$ cat src/rtl/seg_scan_ctrl.sv
`default_nettype none
// ---------------------------------------------------------------------------
// seg_scan_ctrl : double-buffered scan controller for a common-anode
//                 multi-digit 7-segment display (one anode per slot).
// Revision      : 1.0 - initial release
// ---------------------------------------------------------------------------
module seg_scan_ctrl #(
  parameter int NUM_DIGITS   = 8,
  parameter int REFRESH_DIV  = 100000,
  parameter int BLANK_CYCLES = 1000
) (
  input  logic                    clk,
  input  logic                    reset,
  input  logic                    load,
  input  logic [4*NUM_DIGITS-1:0] data_in,
  input  logic [NUM_DIGITS-1:0]   dp_in,
  input  logic [NUM_DIGITS-1:0]   digit_en,
  output logic [3:0]              char,
  output logic                    dp,
  output logic [NUM_DIGITS-1:0]   an,
  output logic                    pending,
  output logic                    frame_done
);

  localparam int CW = (REFRESH_DIV > 1) ? $clog2(REFRESH_DIV) : 1;
  localparam int IW = $clog2(NUM_DIGITS);

  localparam logic [CW-1:0] C_CNT_LAST  = CW'(REFRESH_DIV - 1);
  localparam logic [CW-1:0] C_BLANK_END = CW'(BLANK_CYCLES - 1);
  localparam logic [IW-1:0] C_IDX_LAST  = IW'(NUM_DIGITS - 1);
  localparam logic [NUM_DIGITS-1:0] C_AN_OFF = {NUM_DIGITS{1'b1}};
  localparam logic [NUM_DIGITS-1:0] C_AN_ONE = {{(NUM_DIGITS-1){1'b0}}, 1'b1};

  typedef enum logic [0:0] {
    ST_BLANK = 1'b0,
    ST_SCAN  = 1'b1
  } state_t;

  state_t state_q, state_d;
  logic [CW-1:0] cnt_q, cnt_d;
  logic [IW-1:0] idx_q, idx_d;
  logic          frame_end;

  logic [4*NUM_DIGITS-1:0] sh_data_q, sh_data_d;
  logic [NUM_DIGITS-1:0]   sh_dp_q, sh_dp_d;
  logic [NUM_DIGITS-1:0]   sh_en_q, sh_en_d;
  logic [4*NUM_DIGITS-1:0] act_data_q, act_data_d;
  logic [NUM_DIGITS-1:0]   act_dp_q, act_dp_d;
  logic [NUM_DIGITS-1:0]   act_en_q, act_en_d;
  logic                    pending_q, pending_d;

  logic [NUM_DIGITS-1:0]   an_q, an_d;
  logic [3:0]              char_q, char_d;
  logic                    dp_q, dp_d;
  logic                    fd_q, fd_d;

  // Slot sequencer: cnt only wraps at the end of SCAN, so a slot is exactly
  // REFRESH_DIV cycles regardless of whether the digit is enabled.
  always_comb begin
    state_d   = state_q;
    cnt_d     = cnt_q + CW'(1);
    idx_d     = idx_q;
    frame_end = 1'b0;
    case (state_q)
      ST_BLANK: begin
        if (cnt_q == C_BLANK_END) begin
          state_d = ST_SCAN;
        end
      end
      ST_SCAN: begin
        if (cnt_q == C_CNT_LAST) begin
          state_d = ST_BLANK;
          cnt_d   = '0;
          if (idx_q == C_IDX_LAST) begin
            idx_d     = '0;
            frame_end = 1'b1;
          end else begin
            idx_d = idx_q + IW'(1);
          end
        end
      end
      default: begin
        state_d = ST_BLANK;
        cnt_d   = '0;
        idx_d   = '0;
      end
    endcase
  end

  // Buffers: the frame-end copy reads the pre-edge shadow, so a load in that
  // same cycle lands in the shadow and stays pending for the next frame.
  always_comb begin
    sh_data_d  = sh_data_q;
    sh_dp_d    = sh_dp_q;
    sh_en_d    = sh_en_q;
    act_data_d = act_data_q;
    act_dp_d   = act_dp_q;
    act_en_d   = act_en_q;
    pending_d  = pending_q;
    if (frame_end) begin
      act_data_d = sh_data_q;
      act_dp_d   = sh_dp_q;
      act_en_d   = sh_en_q;
      pending_d  = 1'b0;
    end
    if (load) begin
      sh_data_d = data_in;
      sh_dp_d   = dp_in;
      sh_en_d   = digit_en;
      pending_d = 1'b1;
    end
  end

  // Outputs are computed from next-state values so they register on the
  // same edge as the state and index they describe.
  always_comb begin
    an_d   = C_AN_OFF;
    char_d = act_data_d[{idx_d, 2'b00} +: 4];
    dp_d   = act_dp_d[idx_d];
    fd_d   = frame_end;
    if (state_d == ST_SCAN && act_en_d[idx_d]) begin
      an_d = ~(C_AN_ONE << idx_d);
    end
  end

  always_ff @(posedge clk) begin
    if (reset) begin
      state_q    <= ST_BLANK;
      cnt_q      <= '0;
      idx_q      <= '0;
      sh_data_q  <= '0;
      sh_dp_q    <= '0;
      sh_en_q    <= '0;
      act_data_q <= '0;
      act_dp_q   <= '0;
      act_en_q   <= '0;
      pending_q  <= 1'b0;
      an_q       <= C_AN_OFF;
      char_q     <= '0;
      dp_q       <= 1'b0;
      fd_q       <= 1'b0;
    end else begin
      state_q    <= state_d;
      cnt_q      <= cnt_d;
      idx_q      <= idx_d;
      sh_data_q  <= sh_data_d;
      sh_dp_q    <= sh_dp_d;
      sh_en_q    <= sh_en_d;
      act_data_q <= act_data_d;
      act_dp_q   <= act_dp_d;
      act_en_q   <= act_en_d;
      pending_q  <= pending_d;
      an_q       <= an_d;
      char_q     <= char_d;
      dp_q       <= dp_d;
      fd_q       <= fd_d;
    end
  end

  assign an         = an_q;
  assign char       = char_q;
  assign dp         = dp_q;
  assign pending    = pending_q;
  assign frame_done = fd_q;

endmodule
`default_nettype wire

$ cat config.mk
export PLATFORM = sky130hd
export DESIGN_NAME = seg_scan_ctrl
export DESIGN_NICKNAME = d
export VERILOG_FILES = /design/src/rtl/seg_scan_ctrl.sv
export SDC_FILE = /design/constraint.sdc
export NUM_CORES = 1
export LEC_CHECK = 0
export CAP_MARGIN = 20
export CORE_MARGIN = 2
export CORE_UTILIZATION = 45
export CTS_CLUSTER_SIZE = 40
export DETAILED_ROUTE_END_ITERATION = 8
export PLACE_DENSITY = 0.69
export SKIP_CTS_REPAIR_TIMING = 1
export SLEW_MARGIN = 40
export SYNTH_ARGS = -nofsm -noshare
export SYNTH_HDL_FRONTEND = slang
export SYNTH_SLANG_ARGS = --single-unit
$ cat constraint.sdc
create_clock -name clk -period 2.1 [get_ports clk]
set_input_delay 0.21 -clock clk [delete_from_list [all_inputs] [get_ports clk]]
set_output_delay 0.21 -clock clk [all_outputs]
set_load 0.03 [all_outputs]
## Yosys cells after proc, flatten, opt, wreduce, memory -nomap -nowiden

Cells that the tools add are included.

| operators by class | value |
|---|---|
| add/subtract/negate cells | 2 |
| $lt $le $gt $ge | 1 |
| eq/ne operators | 3 |
| shift operators | 2 |
| mux-type cells | 20 |
| bitwise operators | 3 |
| reduce and logical (&&, ||, !) cells | 3 |

Operators by type and width:

| kind | count |
|---|---|
| $mux W17 | 2 |
| $mux W32 | 1 |
| $shiftx A32 B6 Y4 | 1 |
| $add A17 B1 Y17 const B | 1 |
| $eq A17 B10 Y1 const B | 1 |
| $eq A17 B17 Y1 const B | 1 |
| $mux W8 | 2 |
| $mux W1 | 9 |
| $mux W3 | 3 |
| $not A8 Y8 | 1 |
| $shl A1 B3 Y8 const A | 1 |
| $bmux W1 S3 | 2 |
| $lt A3 B4 Y1 const B | 1 |
| $add A3 B1 Y3 const B | 1 |
| $eq A3 B3 Y1 const B | 1 |
| $not A1 Y1 | 2 |
| $pmux W1 S2 | 1 |
| $reduce_bool A2 Y1 | 1 |
| $reduce_or A2 Y1 | 1 |
| $logic_and A1 B1 Y1 | 1 |

| storage, ports and cells | value |
|---|---|
| flip-flop bits (word level) | 132 |
| input bits | 51 |
| logic and storage cells | 48 |

## Depth between registers and ports, before layout

| logic depth | value |
|---|---|
| depth after elaboration | 10 |
| depth in mapped cells | 10 |
| gate-level depth less buffers | 8 |

## Worst setup path after synthesis

Ideal clock, no wire load.

| timing path | value |
|---|---|
| kind | register to register |
| from | register cnt_q[11] |
| to | register char_q[1], in the netlist char[1] |
| setup time | 0.124 ns |
| arrival | 1.933 ns |
| required time | 1.976 ns |
| slack | 0.044 ns |
| stages on the path, launching flop included | 8 |
| cells stage by stage | dfxtp_1 -> or4_4 -> nor2_4 -> and4_1 -> buf_2 -> mux2_2 -> nor3_1 -> a2bb2oi_1 |

| between the ends | value |
|---|---|
| cells in the longest elaborated chain, start to end | 5 |
| elaborated cells between the ends (all ways) | 7 |

Ends and longest elaborated chain:

| item | RTL line | text |
|---|---|---|
| start, declared | 40 | `logic [CW-1:0] cnt_q, cnt_d;` |
| start signal, assigned | 144 | `cnt_q <= cnt_d;` |
| $eq A17 B17 Y1 * | 71 | `if (cnt_q == C_CNT_LAST) begin` |
| $mux W1 | 71 |  |
| $mux W1 | 64 | `case (state_q)` |
| $mux W32 | 100 | `if (frame_end) begin` |
| $shiftx A32 B6 Y4 * | 118 | `char_d = act_data_d[{idx_d, 2'b00} +: 4];` |
| end signal, assigned | 154 | `char_q <= char_d;` |
| end, declared | 53 | `logic [3:0] char_q, char_d;` |

Mark *: on every way between the ends. The rest lies on a longest branch, timed or not.
A chain may end at the register's enable or synchronous reset.

## Final worst setup path

| timing path | value |
|---|---|
| from | register cnt_q[14] |
| to | register act_data_q[10] |

| between the ends | value |
|---|---|
| cells in the longest elaborated chain, start to end | 4 |

Ends and longest elaborated chain:

| item | RTL line | text |
|---|---|---|
| $eq A17 B17 Y1 | 71 |  |
| $mux W1 | 71 |  |
| $mux W1 | 64 |  |
| $mux W32 | 100 |  |
| end signal, assigned | 149 | `act_data_q <= act_data_d;` |
| end, declared | 47 | `logic [4*NUM_DIGITS-1:0] act_data_q, act_data_d;` |

Every way passes these cells.

==> metrics.cfg <==
[setup_path]
arrival_ps = 2500
crit_buf_inv = 4
cp-end-kind = flop
worstSetupPathType = reg -> reg
cp_max_fo = 8
cpMaxStageDelayCell = or4_4
crit_required_ps = 2450
max_stage_delay_ps = 550
crit_family = simple AND/OR/NAND/NOR gates
worstPathCellList = or4_4 > nor2_4 > buf_6 > nand4_4 > buf_6 > nor2_4 > buf_12 > clkbuf_16 > nand2_1 > a21oi_2
worst_setup_path_start_kind = flop

[synthesis]
yosysWarnings = 0
synth_top_family_by_area = simple AND/OR/NAND/NOR gates
synth-simple-area-share = 0.2120
synth-main-ff-cell = dfxtp_1
synthTopCellsByArea = dfxtp_1 (46%), mux2i_1 (11%), nand2_1 (7.0%)
synth-seq-cells = 132
synth-xor-area-share = 0.02299
postSynthAreaPerCell_sq_um = 8.593
synth-async-reset-ratio = 0
synth_compound_area_frac = 0.1353
synth.top_cell.area_share = 0.4624
synthAdderAreaFrac = 0.006569
synthCells = 665
ys_types = 44
synth_edf_count = 0
syn_area_sq_um = 5714
ys_seq_area_frac = 0.4624
yosys.area.top_type = dfxtp_1
muxShareOfSynthArea = 0.1226
synth_nets = 719

[timing]
setup_violations = 29
rsz0062_at_grt = true
timing.setup.tns_ps = -552.4
worst_slack_ps = -50.40
max_slew_margin = 0.5990
hold_viol = 0
finClkSkew_ps = 14.18
fin_crit_ps = 2150
finalCritPeriodShare = 1.024
finalMaxSlewViolations = 0
fmax_ghz = 0.4650
tightest_slew_ps = 595.2

[run_status]
status = finished with violations
violations = setup timing

[final_layout]
most-common-layout-cells = dfxtp_1 (131), nor2_1 (106), nand2_1 (72)
seq_area_sq_um = 2644
nFillCells = 1037
drive_above_1_share = 0.2318
instances_no_fill = 927
area_delta_synth_final_pct = 39.13
fin_nets = 800
multi_input_area_sq_um = 3362
final_common_cell = dfxtp_1
antenna_cells = 0

[global_routing]
grt_max_degree = 86
overflow = 0
grt_pass1_wl_mm = 22.38
grt_pass1_vias = 4646
grt_antenna_before_repair = 0
grt_usage = 0.2094

[clocking]
clock-sinks = 132
clockBufferDepth = 2
cts_root_buffer = clkbuf_16
clkTransAtPathRegs_ps = 50
clock_latency_ps = 430
ctsHtreeMaxLevel = 4
cts_buffers = 17
cts_tree = yes

[floorplanning]
start_util = 0.4565
design.core.area_sq_um = 12520
die_h_um = 116.7
rows = 41
boundaryPins = 66
die-area_sq_um = 13620
die_width_um = 116.7

[routing]
wl_mm = 14.89
ant_nets = 0
drtIter0Drc = 360
viasPerCell = 5.457
wire_per_inst_um = 16.07
vias = 5059
drc_errors = 0
first_pass_iters = 7

[power_and_ir_drop]
clockPowerShare = 0.505
swShare = 0.2060
seq_power_share = 0.446
comb_power_share = 0.049
power_density_nw_per_um2 = 743.1
p_int_mw = 4.691
p_leak_nw = 3.239
p_switching_mw = 1.217
p_total_mw = 5.908
peakVddDrop_mv = 0.5192

[placement]
io_buffers = 65
gp_congestion = 0.9273
place_inst = 891
place_hpwl_mm = 9.213

[min_path]
hp-class = in -> reg

[run]
drv_cap = 0

[final timing paths]
path,from,end,slack [ps],cells past startpoint
worst min register to register,act_en_q[7],an[7],400,1
worst max register to register,cnt_q[14],act_data_q[10],-50,10
worst max-delay path,cnt_q[14],act_data_q[10],-50,10
worst min-delay path,reset,cnt_q[4],170,2
[cells by family after synthesis]
logic type	Yosys count
AND/OR/NAND/NOR	276
flip-flops	132
buffers and inverters	53
AO/OA/AOI/OAI	117
XOR/XNOR	15
adder cells (fa/ha/maj)	3
multiplexers	69
[synthesized netlist by cell type, types with 3 or more instances]
cell / n
and4_1: 3
mux2i_1: 64
nor2_1: 106
a21oi_1: 48
nor4_1: 4
mux2_2: 4
inv_1: 3
ha_1: 3
a2bb2oi_1: 5
a2111oi_2: 5
o21bai_1: 5
o21ai_0: 18
clkbuf_1: 37
buf_2: 9
nand2_1: 106
o221ai_1: 9
xnor2_1: 4
a311oi_1: 5
or3_1: 6
dfxtp_1: 132
and3_1: 3
o22ai_1: 5
xor2_1: 11
nand4_1: 8
a211oi_1: 9
nor3_1: 17
nand3_1: 11
o2111ai_1: 5
[per-stage QoR]
stage                     hold WS (ps)  setup slack (ps)  utilization  instance area [sq um]
after global placement           386.2            -80.90       0.5357                   6705
after detailed placement         391.0            -141.2       0.5357                   6705
final                            173.8            -50.40       0.6351                   7950
after CTS                        173.7            -152.2       0.5827                   7293
after floorplan                  294.3             43.55            -                   5714
after global routing             190.0            -118.1       0.6351                   7950
[power groups by stage]
| stage | combinational (mW) | sequential, mW | clock [mW] |
|---|---|---|---|
| 2_1_floorplan | 0.145 | 2.65 | 0 |
| 3_3_place_gp | 0.275 | 2.66 | 0 |
| 3_5_place_dp | 0.281 | 2.66 | 0 |
| 4_1_cts | 0.284 | 2.61 | 3.01 |
| 5_1_grt | 0.318 | 2.64 | 3.14 |
| 6_report | 0.291 | 2.63 | 2.99 |
[cell type report]
cell class	instances	share of cell area
clock inverter	5	0.01259
sequential	132	0.3325
tap	172	0.02707
multi-input combinational	480	0.4229
timing repair buffer	111	0.1416
clock buffer	23	0.06138
inverter	4	0.001889
[state kept, by name, indices dropped and copies added, names as in the netlist, 4 cells and up]
signal,flops
sh_dp_q,8
cnt_q,17
act_data_q,32
sh_data_q,32
char,4
act_en_q,8
sh_en_q,8
an,8
act_dp_q,8
[metal layers]
metal | part of all wire | GRT usage | wire, um
met4 | 0.020 | 0.08078 | 299
met2 | 0.46 | 0.3260 | 6898
met3 | 0.055 | 0.05501 | 824
met1 | 0.46 | 0.2791 | 6871
met5 | 0 | 0 | 0
Note: power is estimated with default switching activity, not from simulation.
